### src/rtl/hd_transfer_ctrl.sv
// -----------------------------------------------------------------------------
// hd_transfer_ctrl
//   Moves a block of 32-bit words between a track/sector addressed hard drive
//   and a 1024-word memory. direction=0 loads (drive -> memory, one word per
//   cycle). direction=1 stores (memory -> drive, FETCH + STORE per word).
//
// Ports
//   clock, reset                  single clock, asynchronous active-high reset
//   start, direction              transfer request (sampled in IDLE), 0=load 1=store
//   start_track/_sector/_mem_addr first drive and memory addresses
//   word_count                    number of words to move, 0..1024
//   busy, done, error             status: busy outside IDLE, one-cycle done,
//                                 error held until the next accepted start
//   hd_track, hd_sector           drive address
//   hd_data_write, hd_flag_write  drive write data and strobe
//   hd_data_read                  drive read data, combinational from the address
//   mem_addr, mem_data_write      memory address and write data
//   mem_write                     memory write strobe
//   mem_data_read                 memory read data, valid one cycle after mem_addr
// -----------------------------------------------------------------------------
module hd_transfer_ctrl #(
   parameter int unsigned SECTORS_PER_TRACK = 64,
   parameter int unsigned TRACKS            = 128
) (
   input  logic        clock,
   input  logic        reset,
   input  logic        start,
   input  logic        direction,
   input  logic [6:0]  start_track,
   input  logic [13:0] start_sector,
   input  logic [9:0]  start_mem_addr,
   input  logic [10:0] word_count,
   output logic        busy,
   output logic        done,
   output logic        error,
   output logic [6:0]  hd_track,
   output logic [13:0] hd_sector,
   output logic [31:0] hd_data_write,
   output logic        hd_flag_write,
   input  logic [31:0] hd_data_read,
   output logic [9:0]  mem_addr,
   output logic [31:0] mem_data_write,
   output logic        mem_write,
   input  logic [31:0] mem_data_read
);

   localparam logic [13:0] SECTOR_LAST = 14'(SECTORS_PER_TRACK - 1);
   localparam logic [6:0]  TRACK_LAST  = 7'(TRACKS - 1);

   typedef enum logic [2:0] {
      S_IDLE,
      S_CHECK,
      S_LOAD,
      S_FETCH,
      S_STORE,
      S_FINISH
   } state_t;

   state_t      state_q;

   // Request captured in IDLE, validated in CHECK.
   logic [6:0]  lat_track_q;
   logic [13:0] lat_sector_q;
   logic        dir_q;
   logic [10:0] cnt_q;

   // Registered outputs.
   logic        busy_q;
   logic        done_q;
   logic        error_q;
   logic        mem_write_q;
   logic        hd_flag_write_q;
   logic [6:0]  hd_track_q;
   logic [13:0] hd_sector_q;
   logic [9:0]  mem_addr_q;
   logic [31:0] hd_data_write_q;

   // Next-address and decision terms.
   logic        start_bad_d;
   logic        last_word_d;
   logic        sector_wrap_d;
   logic        track_ovf_d;
   logic [13:0] sector_next_d;
   logic [6:0]  track_next_d;
   logic [9:0]  mem_addr_next_d;

   // NOTE: every variable written in always_comb is assigned on every path,
   // so no latch can be inferred.
   always_comb begin
      start_bad_d     = (32'(lat_sector_q) >= SECTORS_PER_TRACK) ||
                        (32'(lat_track_q)  >= TRACKS);
      last_word_d     = (cnt_q == 11'd1);
      sector_wrap_d   = (hd_sector_q == SECTOR_LAST);
      track_ovf_d     = sector_wrap_d && (hd_track_q == TRACK_LAST);
      sector_next_d   = sector_wrap_d ? 14'd0 : hd_sector_q + 14'd1;
      track_next_d    = sector_wrap_d ? hd_track_q + 7'd1 : hd_track_q;
      mem_addr_next_d = mem_addr_q + 10'd1;   // wraps modulo 1024
   end

   // NOTE: all state below uses non-blocking assignments so every register
   // in this block samples the values that were present before the edge.
   always_ff @(posedge clock or posedge reset) begin
      if (reset) begin
         state_q         <= S_IDLE;
         lat_track_q     <= '0;
         lat_sector_q    <= '0;
         dir_q           <= 1'b0;
         cnt_q           <= '0;
         busy_q          <= 1'b0;
         done_q          <= 1'b0;
         error_q         <= 1'b0;
         mem_write_q     <= 1'b0;
         hd_flag_write_q <= 1'b0;
         hd_track_q      <= '0;
         hd_sector_q     <= '0;
         mem_addr_q      <= '0;
         hd_data_write_q <= '0;
      end else begin
         // Strobes are single-cycle unless the next state re-asserts them.
         done_q          <= 1'b0;
         mem_write_q     <= 1'b0;
         hd_flag_write_q <= 1'b0;

         case (state_q)
            S_IDLE: begin
               if (start) begin
                  lat_track_q  <= start_track;
                  lat_sector_q <= start_sector;
                  dir_q        <= direction;
                  cnt_q        <= word_count;
                  // Presenting the first memory address already in CHECK lets
                  // the read data for the first stored word arrive by FETCH.
                  mem_addr_q   <= start_mem_addr;
                  error_q      <= 1'b0;
                  busy_q       <= 1'b1;
                  state_q      <= S_CHECK;
               end
            end

            S_CHECK: begin
               if (start_bad_d) begin
                  error_q <= 1'b1;
                  done_q  <= 1'b1;
                  state_q <= S_FINISH;
               end else if (cnt_q == 11'd0) begin
                  done_q  <= 1'b1;
                  state_q <= S_FINISH;
               end else begin
                  hd_track_q  <= lat_track_q;
                  hd_sector_q <= lat_sector_q;
                  if (!dir_q) begin
                     mem_write_q <= 1'b1;
                     state_q     <= S_LOAD;
                  end else begin
                     state_q     <= S_FETCH;
                  end
               end
            end

            // One word per cycle: the memory write strobe is high throughout
            // LOAD and the data path is hd_data_read straight to memory.
            S_LOAD: begin
               cnt_q <= cnt_q - 11'd1;
               if (last_word_d) begin
                  done_q  <= 1'b1;
                  state_q <= S_FINISH;
               end else if (track_ovf_d) begin
                  // Ran off the last track with words still pending.
                  error_q <= 1'b1;
                  done_q  <= 1'b1;
                  state_q <= S_FINISH;
               end else begin
                  hd_sector_q <= sector_next_d;
                  hd_track_q  <= track_next_d;
                  mem_addr_q  <= mem_addr_next_d;
                  mem_write_q <= 1'b1;
               end
            end

            // The word for this iteration is on mem_data_read now; register it
            // so data, strobe and drive address line up during STORE, and move
            // the memory address on so the next word is read during STORE.
            S_FETCH: begin
               hd_data_write_q <= mem_data_read;
               hd_flag_write_q <= 1'b1;
               if (!last_word_d) begin
                  mem_addr_q <= mem_addr_next_d;
               end
               state_q <= S_STORE;
            end

            S_STORE: begin
               cnt_q <= cnt_q - 11'd1;
               if (last_word_d) begin
                  done_q  <= 1'b1;
                  state_q <= S_FINISH;
               end else if (track_ovf_d) begin
                  error_q <= 1'b1;
                  done_q  <= 1'b1;
                  state_q <= S_FINISH;
               end else begin
                  hd_sector_q <= sector_next_d;
                  hd_track_q  <= track_next_d;
                  state_q     <= S_FETCH;
               end
            end

            S_FINISH: begin
               busy_q  <= 1'b0;
               state_q <= S_IDLE;
            end

            default: begin
               busy_q  <= 1'b0;
               state_q <= S_IDLE;
            end
         endcase
      end
   end

   assign busy           = busy_q;
   assign done           = done_q;
   assign error          = error_q;
   assign hd_track       = hd_track_q;
   assign hd_sector      = hd_sector_q;
   assign hd_data_write  = hd_data_write_q;
   assign hd_flag_write  = hd_flag_write_q;
   assign mem_addr       = mem_addr_q;
   assign mem_write      = mem_write_q;
   assign mem_data_write = hd_data_read;

endmodule
### config.mk
export PLATFORM = sky130hd
export DESIGN_NAME = hd_transfer_ctrl
export DESIGN_NICKNAME = d
export VERILOG_FILES = /design/src/rtl/hd_transfer_ctrl.sv
export SDC_FILE = /design/constraint.sdc
export NUM_CORES = 1
export LEC_CHECK = 0
export ABC_CLOCK_PERIOD_IN_PS = 8500
export CAP_MARGIN = 0
export CORE_UTILIZATION = 48
export CTS_CLUSTER_SIZE = 12
export DETAILED_ROUTE_END_ITERATION = 10
export HOLD_SLACK_MARGIN = 0.15
export PLACE_DENSITY_LB_ADDON = 0.08
export SLEW_MARGIN = 10
export SYNTH_ARGS = -nofsm -noshare
export SYNTH_HDL_FRONTEND = slang
export SYNTH_SLANG_ARGS = --single-unit
### constraint.sdc
create_clock -name clock -period 8.5 [get_ports clock]
set_input_delay 1.7 -clock clock [delete_from_list [all_inputs] [get_ports clock]]
set_output_delay 1.7 -clock clock [all_outputs]
set_load 0.03 [all_outputs]
Word-level counts from Yosys, hierarchy flattened

Index checks and enable logic that the tools add are counted.

Register bits: 104
Bits of input ports: 110
Output and inout bits: 100
Logic and storage cells: 103

Add/sub/neg operators: 4
Order comparisons: 1
Equality and inequality tests: 19
Multiplexer cells: 47
Bitwise operators: 1
Reduce and logical (&&, ||, !) cells: 17

Operators by type and width:

| cell                                                 | count |
|---|---|
| two-way mux 14 bit                                   | 5 |
| two-way mux 10 bit                                   | 4 |
| two-way mux 7 bit                                    | 5 |
| one-hot mux 10 bit (3 select lines)                  | 1 |
| one-hot mux 14 bit (2 select lines)                  | 1 |
| one-hot mux 11 bit (2 select lines)                  | 1 |
| two-way mux 3 bit                                    | 7 |
| != test 2 bit, second input constant                 | 9 |
| two-way mux 1 bit                                    | 16 |
| one-hot mux 3 bit (5 select lines)                   | 1 |
| AND reduction 5 bit                                  | 3 |
| adder 14 x 1 -> 14 bit, second input constant        | 1 |
| == test 14 x 6 -> 1 bit, second input constant       | 1 |
| >= comparator 14 x 7 -> 1 bit, second input constant | 1 |
| one-hot mux 7 bit (2 select lines)                   | 1 |
| == test 11 x 1 -> 1 bit, second input constant       | 1 |
| logical NOT 11 bit                                   | 1 |
| two-way mux 11 bit                                   | 1 |
| subtractor 11 x 1 -> 11 bit, second input constant   | 1 |
| adder 10 x 1 -> 10 bit, second input constant        | 1 |
| AND reduction 2 bit                                  | 4 |
| adder 7 x 1 -> 7 bit, second input constant          | 1 |
| == test 7 bit, second input constant                 | 1 |
| == test 3 x 2 -> 1 bit, second input constant        | 2 |
| other kinds (14)                                     | 19 |

Depth between registers and ports, before layout

Depth in word-level cells: 5
Mapped depth: 10
Mapped depth without buffers: 7

Worst setup path before layout

OpenSTA, ideal clock, no wires.

Path type: input to output
From: in hd_data_read[0]
To: out mem_data_write[0]
Data arrival time: 1.845 ns
Required time: 6.800 ns
Path slack: 4.955 ns
Stages: 1
Path buffers: 1
Path through: buf_4

RTL lines:

| item               | line | RTL |
|---|---|---|
| start: declaration | 40   | `input logic [31:0] hd_data_read,` |
| end: declaration   | 42   | `output logic [31:0] mem_data_write,` |

No word-level cell between the ends.

Worst setup path after layout

From: in hd_data_read[10]
To: out mem_data_write[10]

No word-level cell between the ends.

==> results_dict.tcl <==
set metrics [dict create \
    grt_pass1_wl_um 21890 \
    yosysTopAreaCell "dfrtp_1" \
    grt_max_degree 72 \
    antenna_left 0 \
    dpl.hpwl_um 9480 \
    seq_area_frac_synth_pct 47.01 \
    required_ns 6.80 \
    grt_util_all_layers_pct 23.20 \
    crit_type "input port to primary output" \
    cts_tree "yes" \
    syn_area_um2 5537 \
    post-route-drc-count 0 \
    post_cts_buffers 0 \
    boundaryPins 210 \
    fillerInstances 960 \
    yosysMostFrequentCell "dfrtp_1" \
    row_count 38 \
    synthFlopType "dfrtp_1" \
    setup_viol 0 \
    firstDrtPassIters 4 \
    cts_root_buf "clkbuf_16" \
    hold_viol_final 0 \
    cts_made_buffers 9 \
    drv_cap 0 \
    vias 4585 \
    leakage_nw 2.899 \
    viasPerCell 5.947 \
    vdd_ir_drop_max_uv 216.0 \
    clkSlewWorstSetupHoldPaths_ns 0.07 \
    period_minus_slack_ns 3.401 \
    netlist.area_leader.share_pct 47.01 \
    setup_slack_ns 5.099 \
    tightest_slew_ns 1.048 \
    gr-total-overflow 0 \
    area_growth_syn_to_layout_pct 29.54 \
    synth.distinct_cells 64 \
    slew_viol_final 0 \
    wl_met2_um 6404 \
    grt_pass1_vias 4566 \
    drt_iter0_markers 317 \
    ys_top_cells_by_count "dfrtp_1, mux2_2, nand2_1" \
    die_h_um 109.4 \
    power.density_nw_per_um2 405.0 \
    slew_headroom_pct 29.87 \
    synth_edf_count 0 \
    dr_wl_met3_um 892 \
    core-area_um2 11030 \
    postSynthAreaPerCell_um2 10.53 \
    finClkSkew_ns 0.008472 \
    insertedDiodeCount 0 \
    critPathMaxFanout 1 \
    fin_crit_sh_pct 40.01 \
    fin_tns_setup_ns 0 \
    initial_core_util_pct 50.19 \
    die_x_um 109.4 \
    drt-total-wl_um 13360 \
    async_flop_share_pct 100.0 \
    dieArea_um2 11970 \
    arrival_ns 1.70 \
    synth.area.top_cells "dfrtp_1, mux2_2, buf_4" \
    fmax_mhz 294.0 \
    wire_per_inst_um 17.33 \
    start_kind "input port" \
    rsz0062_at_grt "false" \
    synth_nets 642 \
    critical_path_cell_count 0 \
    clkLatencyLatePin_ns 0.35 \
    synth_cells 526 \
    hold_path_class "flop to flop" \
    cts-htree-levels 3 \
    drive_above_1_share_pct 15.06 \
    endpoint_kind "primary output" \
    highest_layer "met4" \
    ys_ff_latch 104 \
    cts_resized 0 \
    hold_path_depth 1 \
    antenna_found_initial 0 \
    cts_sinks 104 \
    globalplace.congestion 0.8552 \
    status "finished clean" \
    finalNetCount 742 \
    worstRegToRegCells 7 \
    drt-met1-wl_um 5837 \
    cts_hold_buffers 0 \
    clockBufferDepth 2 \
    ys_warn_count 0 \
    pre_cts_ws_ns 4.425 \
    io_buffers 145 \
]
## final timing paths
check,slack (ns),startpoint,to
worst max register to register,5.15,state_q[1],hd_sector[0]
min in group asynchronous,1.70,reset,hd_data_write[10]
worst min register to register,0.50,lat_sector_q[13],lat_sector_q[13]
worst max-delay path,5.10,hd_data_read[10],mem_data_write[10]
worst min-delay path,0.50,lat_sector_q[13],lat_sector_q[13]
max in group asynchronous,5.56,reset,hd_sector[0]
## metrics by stage
| step | power (mW) | util [%] | instance area (um^2) | hold WS [ns] | std cells |
|---|---|---|---|---|---|
| 2_1_floorplan | 1.951 | - | 5537 | 0.4713 | 526 |
| 3_3_place_gp | 2.421 | 62.01 | 6840 | 0.4868 | 755 |
| 3_5_place_dp | 2.454 | 62.01 | 6840 | 0.4904 | 755 |
| 4_1_cts | 2.920 | 65.01 | 7171 | 0.5083 | 771 |
| 5_1_grt | 3.092 | 65.02 | 7172 | 0.5202 | 771 |
| 6_report | 2.904 | 65.02 | 7172 | 0.5031 | 771 |
## power by group
group | internal (mW) | switching, mW | total [mW] | leakage [nW]
clock network | 0.268 | 0.189 | 0.457 | 0.163
registers | 0.737 | 0.232 | 0.969 | 1.23
logic | 0.675 | 0.803 | 1.48 | 1.50
total | 1.68 | 1.22 | 2.90 | 2.90
## final cells by class
| type | instances | area (um^2) | area share (%) |
|---|---|---|---|
| Inverter | 14 | 55.05 | 0.7676 |
| Clock buffer | 10 | 239.0 | 3.332 |
| Timing Repair Buffer | 150 | 1489 | 20.76 |
| Sequential cell | 104 | 2603 | 36.29 |
| Tap cell | 140 | 175.2 | 2.442 |
| Multi-Input combinational cell | 347 | 2520 | 35.14 |
| Clock inverter | 6 | 91.34 | 1.274 |
## metal layers
metal / vias up / track usage, %
li1: 2130 / -
met1: 2258 / 31.06
met2: 167 / 37.33
met3: 30 / 4.031
met4: 0 / 9.429
met5: - / 0
## flip-flops by register name, summed over array words and instances, names as in the netlist
name	count
error	1
dir_q	1
hd_track	7
hd_data_write	32
mem_write	1
hd_flag_write	1
lat_track_q	7
mem_addr	10
cnt_q	11
busy	1
state_q	3
lat_sector_q	14
hd_sector	14
done	1
## cell usage in the layout (no fill, tap or decap), types with 3 or more instances in the layout
| master | n |
|---|---|
| a22o_1 | 14 |
| o211ai_1 | 3 |
| nor3_1 | 6 |
| buf_4 | 5 |
| nand2_1 | 42 |
| nor2_1 | 25 |
| o22a_1 | 3 |
| nand3_1 | 16 |
| or4_1 | 5 |
| clkbuf_16 | 9 |
| and2_1 | 4 |
| mux2_2 | 56 |
| and4_1 | 6 |
| mux2i_1 | 3 |
| o22ai_1 | 7 |
| a32o_1 | 4 |
| dfrtp_1 | 104 |
| o2bb2ai_1 | 3 |
| or3_1 | 4 |
| o31ai_1 | 9 |
| a31oi_1 | 4 |
| o31a_1 | 5 |
| ha_1 | 6 |
| a22oi_1 | 4 |
| a221oi_1 | 3 |
| a2bb2oi_1 | 6 |
| inv_1 | 13 |
| nor4_1 | 4 |
| o21ai_0 | 20 |
| and3_1 | 4 |
| nand4_1 | 10 |
| nand2b_1 | 3 |
| a21oi_1 | 30 |
| clkdlybuf4s50_1 | 145 |
## cells by family after synthesis
group | Yosys count | share of synthesized area [%]
adders and majority gates | 6 | 1.356
AOI/OAI and AO/OA | 140 | 18.35
and+or+nand+nor | 141 | 13.51
buffers and inverters | 75 | 7.571
muxes | 60 | 12.20
DFF | 104 | 47.01
(Power assumes the default switching activity.)
